## src/rtl/dcache_axi_master.sv

```systemverilog
`default_nettype none
// +----------------------------------------------------------------------------+
// | Module      : dcache_axi_master                                            |
// | Description : Dcache-side AXI master. Turns cache line refills into 8-beat |
// |               INCR read bursts and dirty-line writebacks into 8-beat INCR  |
// |               write bursts through a one-line write buffer. A same-line    |
// |               hazard check holds a refill back until a buffered writeback  |
// |               to that line has completed.                                  |
// |               Optional feature macro: DCACHE_UNCACHED_EN (single-word      |
// |               uncached reads/writes).                                      |
// | Revision    : 1.0 - initial release                                        |
// +----------------------------------------------------------------------------+

`ifndef DCACHE_RID
`define DCACHE_RID 4'd0
`endif

module dcache_axi_master #(
    parameter int         LINE_WORDS = 8,
    parameter logic [3:0] AXI_ID     = `DCACHE_RID
) (
    input  logic                      clk,
    input  logic                      rst,
    // cache read side
    input  logic                      rd_req,
    input  logic [31:0]               rd_addr,
    input  logic                      rd_uncached,
    output logic                      rd_rdy,
    output logic                      ret_valid,
    output logic [31:0]               ret_data,
    output logic                      ret_last,
    // cache write side
    input  logic                      wr_req,
    input  logic [31:0]               wr_addr,
    input  logic [LINE_WORDS*32-1:0]  wr_data,
    input  logic                      wr_uncached,
    input  logic [3:0]                wr_strb,
    output logic                      wr_rdy,
    output logic                      wr_done,
    // AXI read address channel
    output logic [3:0]                arid,
    output logic [31:0]               araddr,
    output logic [3:0]                arlen,
    output logic [2:0]                arsize,
    output logic [1:0]                arburst,
    output logic [1:0]                arlock,
    output logic [3:0]                arcache,
    output logic [2:0]                arprot,
    output logic                      arvalid,
    input  logic                      arready,
    // AXI read data channel
    input  logic [3:0]                rid,
    input  logic [31:0]               rdata,
    input  logic [1:0]                rresp,
    input  logic                      rlast,
    input  logic                      rvalid,
    output logic                      rready,
    // AXI write address channel
    output logic [3:0]                awid,
    output logic [31:0]               awaddr,
    output logic [3:0]                awlen,
    output logic [2:0]                awsize,
    output logic [1:0]                awburst,
    output logic [1:0]                awlock,
    output logic [3:0]                awcache,
    output logic [2:0]                awprot,
    output logic                      awvalid,
    input  logic                      awready,
    // AXI write data channel
    output logic [3:0]                wid,
    output logic [31:0]               wdata,
    output logic [3:0]                wstrb,
    output logic                      wlast,
    output logic                      wvalid,
    input  logic                      wready,
    // AXI write response channel
    input  logic [3:0]                bid,
    input  logic [1:0]                bresp,
    input  logic                      bvalid,
    output logic                      bready
);

    localparam logic [1:0] R_IDLE = 2'd0;
    localparam logic [1:0] R_AR   = 2'd1;
    localparam logic [1:0] R_DATA = 2'd2;

    localparam logic [1:0] W_IDLE = 2'd0;
    localparam logic [1:0] W_AW   = 2'd1;
    localparam logic [1:0] W_DATA = 2'd2;
    localparam logic [1:0] W_B    = 2'd3;

    localparam logic [3:0] c_BURST_LEN = 4'(LINE_WORDS - 1);
    localparam logic [2:0] c_LAST_BEAT = 3'(LINE_WORDS - 1);

    logic [1:0]              r_rd_state;
    logic [1:0]              w_rd_state_nxt;
    logic [26:0]             r_rd_line;

    logic [1:0]              r_wr_state;
    logic [1:0]              w_wr_state_nxt;
    logic [26:0]             r_wbuf_line;
    logic [LINE_WORDS*32-1:0] r_wbuf;
    logic                    r_wbuf_valid;
    logic [2:0]              r_cnt;

    logic                    w_wr_accept;
    logic                    w_rd_accept;
    logic                    w_hazard;
    logic                    w_wlast;
    logic                    w_unused;

    // A refill must not overtake a writeback to the same line, whether that
    // writeback is already buffered or is being captured this very cycle.
    assign w_wr_accept = wr_req & (r_wr_state == W_IDLE);
    assign w_hazard    = (r_wbuf_valid & (rd_addr[31:5] == r_wbuf_line)) |
                         (w_wr_accept  & (rd_addr[31:5] == wr_addr[31:5]));
    assign rd_rdy      = (r_rd_state == R_IDLE) & ~w_hazard;
    assign w_rd_accept = rd_req & rd_rdy;
    assign wr_rdy      = (r_wr_state == W_IDLE);

    // Read FSM next-state decode.
    always_comb begin
        w_rd_state_nxt = r_rd_state;
        case (r_rd_state)
            R_IDLE:  if (w_rd_accept)      w_rd_state_nxt = R_AR;
            R_AR:    if (arready)          w_rd_state_nxt = R_DATA;
            R_DATA:  if (rvalid & rlast)   w_rd_state_nxt = R_IDLE;
            default:                       w_rd_state_nxt = R_IDLE;
        endcase
    end

    // Read FSM state and latched refill line address.
    always_ff @(posedge clk or posedge rst) begin
        if (rst) begin
            r_rd_state <= R_IDLE;
            r_rd_line  <= '0;
        end else begin
            r_rd_state <= w_rd_state_nxt;
            if (w_rd_accept) r_rd_line <= rd_addr[31:5];
        end
    end

    assign arvalid   = (r_rd_state == R_AR);
    assign rready    = (r_rd_state == R_DATA);
    assign ret_valid = rvalid & rready;
    assign ret_data  = rdata;
    assign ret_last  = rlast;

    assign arid    = AXI_ID;
    assign arsize  = 3'd2;
    assign arburst = 2'b01;
    assign arlock  = 2'b00;
    assign arcache = 4'd0;
    assign arprot  = 3'd0;

    // Write FSM next-state decode.
    always_comb begin
        w_wr_state_nxt = r_wr_state;
        case (r_wr_state)
            W_IDLE:  if (w_wr_accept)      w_wr_state_nxt = W_AW;
            W_AW:    if (awready)          w_wr_state_nxt = W_DATA;
            W_DATA:  if (wready & w_wlast) w_wr_state_nxt = W_B;
            W_B:     if (bvalid)           w_wr_state_nxt = W_IDLE;
            default:                       w_wr_state_nxt = W_IDLE;
        endcase
    end

    // Write FSM state, line buffer capture and beat counter.
    always_ff @(posedge clk or posedge rst) begin
        if (rst) begin
            r_wr_state   <= W_IDLE;
            r_wbuf_line  <= '0;
            r_wbuf       <= '0;
            r_wbuf_valid <= 1'b0;
            r_cnt        <= '0;
        end else begin
            r_wr_state <= w_wr_state_nxt;
            if (w_wr_accept) begin
                r_wbuf_line  <= wr_addr[31:5];
                r_wbuf       <= wr_data;
                r_wbuf_valid <= 1'b1;
                r_cnt        <= '0;
            end else begin
                if (wvalid & wready)               r_cnt        <= r_cnt + 3'd1;
                if ((r_wr_state == W_B) & bvalid)  r_wbuf_valid <= 1'b0;
            end
        end
    end

    assign awvalid = (r_wr_state == W_AW);
    assign wvalid  = (r_wr_state == W_DATA);
    assign bready  = (r_wr_state == W_B);
    assign wr_done = (r_wr_state == W_B) & bvalid;
    assign wdata   = r_wbuf[{r_cnt, 5'b0} +: 32];
    assign wlast   = w_wlast;

    assign awid    = AXI_ID;
    assign wid     = AXI_ID;
    assign awsize  = 3'd2;
    assign awburst = 2'b01;
    assign awlock  = 2'b00;
    assign awcache = 4'd0;
    assign awprot  = 3'd0;

`ifdef DCACHE_UNCACHED_EN
    logic       r_rd_unc;
    logic [4:0] r_rd_lo;
    logic       r_wr_unc;
    logic [4:0] r_wr_lo;
    logic [3:0] r_wr_strb;

    // Capture the single-word qualifiers alongside each accepted request.
    always_ff @(posedge clk or posedge rst) begin
        if (rst) begin
            r_rd_unc  <= 1'b0;
            r_rd_lo   <= '0;
            r_wr_unc  <= 1'b0;
            r_wr_lo   <= '0;
            r_wr_strb <= '0;
        end else begin
            if (w_rd_accept) begin
                r_rd_unc <= rd_uncached;
                r_rd_lo  <= rd_addr[4:0];
            end
            if (w_wr_accept) begin
                r_wr_unc  <= wr_uncached;
                r_wr_lo   <= wr_addr[4:0];
                r_wr_strb <= wr_strb;
            end
        end
    end

    assign araddr  = r_rd_unc ? {r_rd_line, r_rd_lo} : {r_rd_line, 5'b0};
    assign arlen   = r_rd_unc ? 4'd0 : c_BURST_LEN;
    assign awaddr  = r_wr_unc ? {r_wbuf_line, r_wr_lo} : {r_wbuf_line, 5'b0};
    assign awlen   = r_wr_unc ? 4'd0 : c_BURST_LEN;
    assign wstrb   = r_wr_unc ? r_wr_strb : 4'hF;
    assign w_wlast = r_wr_unc | (r_cnt == c_LAST_BEAT);
    assign w_unused = &{1'b0, rid, rresp, bid, bresp};
`else
    assign araddr  = {r_rd_line, 5'b0};
    assign arlen   = c_BURST_LEN;
    assign awaddr  = {r_wbuf_line, 5'b0};
    assign awlen   = c_BURST_LEN;
    assign wstrb   = 4'hF;
    assign w_wlast = (r_cnt == c_LAST_BEAT);
    // Responses and single-word qualifiers carry no meaning in this build.
    assign w_unused = &{1'b0, rd_addr[4:0], wr_addr[4:0], rd_uncached,
                        wr_uncached, wr_strb, rid, rresp, bid, bresp};
`endif

endmodule

`default_nettype wire

```

## config.mk

```make
export PLATFORM = sky130hd
export DESIGN_NAME = dcache_axi_master
export DESIGN_NICKNAME = d
export VERILOG_FILES = /design/src/rtl/dcache_axi_master.sv
export SDC_FILE = /design/constraint.sdc
export NUM_CORES = 1
export LEC_CHECK = 0
export ABC_AREA = 0
export CORE_UTILIZATION = 30
export CTS_BUF_LIST = sky130_fd_sc_hd__clkbuf_8
export DETAILED_ROUTE_END_ITERATION = 16
export GPL_TIMING_DRIVEN = 0
export SYNTH_ARGS = -nofsm -noshare
export SYNTH_HDL_FRONTEND = slang
export SYNTH_SLANG_ARGS = --single-unit
```

## constraint.sdc

```tcl
create_clock -name clk -period 19.9 [get_ports clk]
set_input_delay 1.99 -clock clk [delete_from_list [all_inputs] [get_ports clk]]
set_output_delay 1.99 -clock clk [all_outputs]
set_load 0.01 [all_outputs]
```

**Word level (Yosys, flattened, before mapping)**

Index checks and enable logic that the tools add are counted.

- Register bits after elaboration: 318
- Input port bits: 380
- Output and inout port bits: 191
- Logic and storage cells: 55

- Add/subtract/negate cells: 1
- Equal/unequal tests: 15
- Shift operators: 1
- Mux-type cells: 13
- Bitwise operators: 12
- Reduce and logical (&&, ||, !) cells: 6

Operator list:

| operator | number |
|---|---|
| 256-bit by 9-bit variable part select with 32-bit output | 1 |
| 27-bit equality test | 2 |
| 2-bit two-way mux | 7 |
| 1-bit bitwise AND | 10 |
| 2-bit by 1-bit inequality test with 1-bit output, second input constant | 5 |
| 2-bit one-hot mux with 4 select lines | 1 |
| 2-bit equality test, second input constant | 3 |
| 3-bit two-way mux | 2 |
| 2-bit one-hot mux with 3 select lines | 1 |
| 2-bit by 1-bit equality test with 1-bit output, second input constant | 2 |
| 2-bit zero test | 2 |
| 2-bit inequality test, second input constant | 2 |
| 4-bit AND reduction | 1 |
| 2-bit nonzero test | 2 |
| 3-bit by 1-bit adder with 3-bit output, second input constant | 1 |
| 3-bit equality test, second input constant | 1 |
| 3-bit AND reduction | 1 |
| 1-bit two-way mux | 2 |
| 1-bit NOT | 1 |
| 1-bit OR | 1 |

**Longest topological paths before layout**

- Word-level depth: 9
- Gate-level depth with buffers: 10
- Depth with buffers taken out: 8

**Worst setup path before layout**

No wires, ideal clock.

- Kind: input to output
- Start: input rd_addr[26]
- End: output rd_rdy
- Arrival time: 2.895 ns
- Required time: 17.910 ns
- Setup slack: 15.015 ns
- Stages: 5
- Path through: xor2_1 > nor4_1 > nand4_1 > nor4_2 > and3b_2

- Cells in the longest elaborated chain, start to end: 5

Ends and longest elaborated chain:

| item | RTL line | source |
|---|---|---|
| from (decl) | 26 | `input logic [31:0] rd_addr,` |
| 27-bit equality test (on tied branches) | 115, 116 |  |
| 1-bit bitwise AND (on tied branches) | 115, 116 |  |
| 1-bit OR * | 115 | `assign w_hazard = (r_wbuf_valid & (rd_addr[31:5] == r_wbuf_line)) \|` |
| 1-bit NOT * | 117 | `assign rd_rdy = (r_rd_state == R_IDLE) & ~w_hazard;` |
| 1-bit bitwise AND * | 117 |  |
| to (decl) | 28 | `output logic rd_rdy,` |

Mark *: on every way between the ends. The rest lies on a longest branch, timed or not.

**Worst setup path in the final report**

- Start: input wr_req
- End: output rd_rdy

- Cells in the longest elaborated chain, start to end: 5

Ends and longest elaborated chain:

| item | RTL line | source |
|---|---|---|
| from (decl) | 33 | `input logic wr_req,` |
| 1-bit bitwise AND | 114 | `assign w_wr_accept = wr_req & (r_wr_state == W_IDLE);` |
| 1-bit bitwise AND | 116 | `(w_wr_accept & (rd_addr[31:5] == wr_addr[31:5]));` |
| 1-bit OR | 115 |  |
| 1-bit NOT | 117 |  |
| 1-bit bitwise AND | 117 |  |

Every way passes these cells.

==> reports/metrics.cfg <==
[sta]
setup_ws_ns=13.47
max_freq_mhz=155.5
final.period_utilization_pct=32.31
fin_setup_tns_ns=0
slew_viol_final=0
skew_ns=0.02017
slew_headroom_pct=28.56
whs_ns=0.4701
rsz0062_at_grt=no
worst_pin_slew_ns=1.072
setup_viol=0
period_needed_ns=6.430
finalHoldViolations=0

[logic_synthesis]
synth_top_area_share_pct=52.09
ys.flop_type=dfrtp_1
synth_edf_count=0
synthCells=1586
async_reset_ff_share_pct=100.0
synth_area_mm2=0.01528
synth-seq-area-share_pct=52.09
postSynthAreaPerCell_um2=9.633
ys_ff_latch=318
ys_types=31
synth_top_area_cell=dfrtp_1
synth_warnings=0
netlist_top_cells_area=dfrtp_1, nand2_1, mux4_2

[clocking]
numClockSinks=318
cts_buffers=55
cts_tree=done
postCtsHoldBufs=0
cts.path.max_buffers=3
cts-resized-gates=0
clock_latency_ns=0.63
htreeDepth=2
clk_pin_slew_ns=0.05
post_cts_buffers=0
root_buffer=clkbuf_8

[setup_path]
cp-startpoint=wr_req
worstSetupEndpoint=rd_rdy
worst_r2r_endpoint=r_wbuf[52]
reg2regPathDepth=8
reg2reg_slack_ns=16.72
required_ns=17.91
r2r_start=r_wr_state[0]
crit_fanout=6
startpoint_type=input port
critPathKind=in -> out
endpoint_kind=output port
arrival_ns=4.44

[placed_design]
dp_slack_ns=13.43
numPlacedInstances=2768
place_congestion=0.8812
dp_hpwl_um=43980
portBuffers=448

[job]
maxCapViolCount=0

[route]
antenna_left=0
route.met3.wl_um=3670
drtIter0Drc=930
wl_met1_um=24700
viasPerCell=4.519
wl_met2_um=28220
finalWirelength_um=57870
top_layer=met5
first_pass_iters=5
wl_per_cell_um=20.21
vias=12940
drcViolationCount=0

[global_routing]
track_usage_pct=22.24
overflow=0
antenna_found_initial=7
grt_max_degree=118
grt_pass1_wl_um=84040
grt_pass1_vias=13570

[floorplan]
die_area_mm2=0.05183
pin_count=571
die_h_um=227.7
die-width_um=227.7
core_mm2=0.05017
initial_core_util_pct=30.45
rows=82

[final_layout]
drive_above_1_share_pct=14.21
layout_commonest_cell=nand2_1
most-common-layout-cells=nand2_1, clkdlybuf4s50_1, dfrtp_1, buf_4, clkbuf_8
fin_nets=2540
area_growth_syn_to_layout_pct=44.14
instances_no_fill=2864

[power_and_ir_drop]
p_leak_nw=10.63
ir_drop_uv=60.32
power_density_mw_per_mm2=143.0

[run_status]
run_status=completed

[min_path]
hold_class=reg -> reg

## logic make-up after synthesis
group	count (synthesis)	synth area share [%]
muxes	123	14.25
buffers and inverters	186	7.215
and+or+nand+nor	886	22.29
AOI/OAI and AO/OA	9	0.3767
xor gates and xnor gates	55	3.153
adders and majority gates	7	0.5733
other	2	0.04916
DFF	318	52.09
## critical path, cell delays in order
cell and delay [ns]:
clkdlybuf4s50_1 0.51, nand2_1 0.32, nor4_1 0.50, nand4_1 0.18, nor4_2 0.21, and3b_2 0.25, clkdlybuf4s50_1 0.47
## power breakdown
group	internal (mW)	leakage [nW]	switching, mW
clock	0.342	0.633	0.278
combinational	0.692	6.04	0.704
sequential	0.951	3.95	0.180
## how the worst min path moves through the flow
stage	end	from	slack, ns	cells after the start
2_1_floorplan	r_wbuf[192]	r_wbuf[192]	0.44	2
3_3_place_gp	r_wbuf[170]	r_wbuf[170]	0.45	2
3_5_place_dp	r_wbuf[100]	r_wbuf[100]	0.46	2
4_1_cts	r_wbuf[100]	r_wbuf[100]	0.47	2
5_1_grt	r_wbuf[225]	r_wbuf[225]	0.49	2
6_report	r_wbuf[225]	r_wbuf[225]	0.47	2
## sequential cells by signal (all words and copies together) (netlist names)
signal / flops
r_rd_state: 2
r_wbuf: 256
r_wbuf_valid: 1
r_rd_line: 27
r_cnt: 3
r_wbuf_line: 27
r_wr_state: 2
## through the flow
step / power (mW) / utilization, % / area (µm²)
floorplan: 1.888 / - / 15500
global placement: 2.517 / 41.51 / 20830
detailed placement: 2.549 / 41.64 / 20890
CTS: 3.184 / 43.88 / 22010
global route: 3.360 / 43.89 / 22020
finish: 3.148 / 43.89 / 22020
## routing by layer
metal,GRT usage [%],vias to the layer above
li1,-,6026
met1,29.18,6359
met2,37.53,468
met3,4.294,82
met4,5.759,8
met5,0,-
## cell usage after synthesis (2+ instances only)
cell type / count
nand2_1: 856
nand3_1: 2
nor4_1: 8
inv_1: 7
and2_1: 3
nand2b_1: 2
clkbuf_1: 67
buf_2: 6
xnor2_1: 27
xor2_1: 28
mux4_2: 64
buf_12: 2
nand4_1: 9
a21oi_1: 3
mux2_2: 40
buf_4: 95
o21ai_0: 3
nor2_1: 2
mux2_4: 19
ha_1: 7
buf_1: 8
conb_1: 2
dfrtp_1: 318
## layout make-up
cell class,instances,area [µm²]
diodes,3,7.507
plain buffers,179,1076
clock buffers,71,977.2
clock inverters,22,145.1
fillers,4909,28150
inverters,7,33.78
multi-input cells,1142,6442
flip-flops and latches,318,7958
well taps,672,840.8
repair buffers,450,4539
Power figures use the tool's default switching activity.
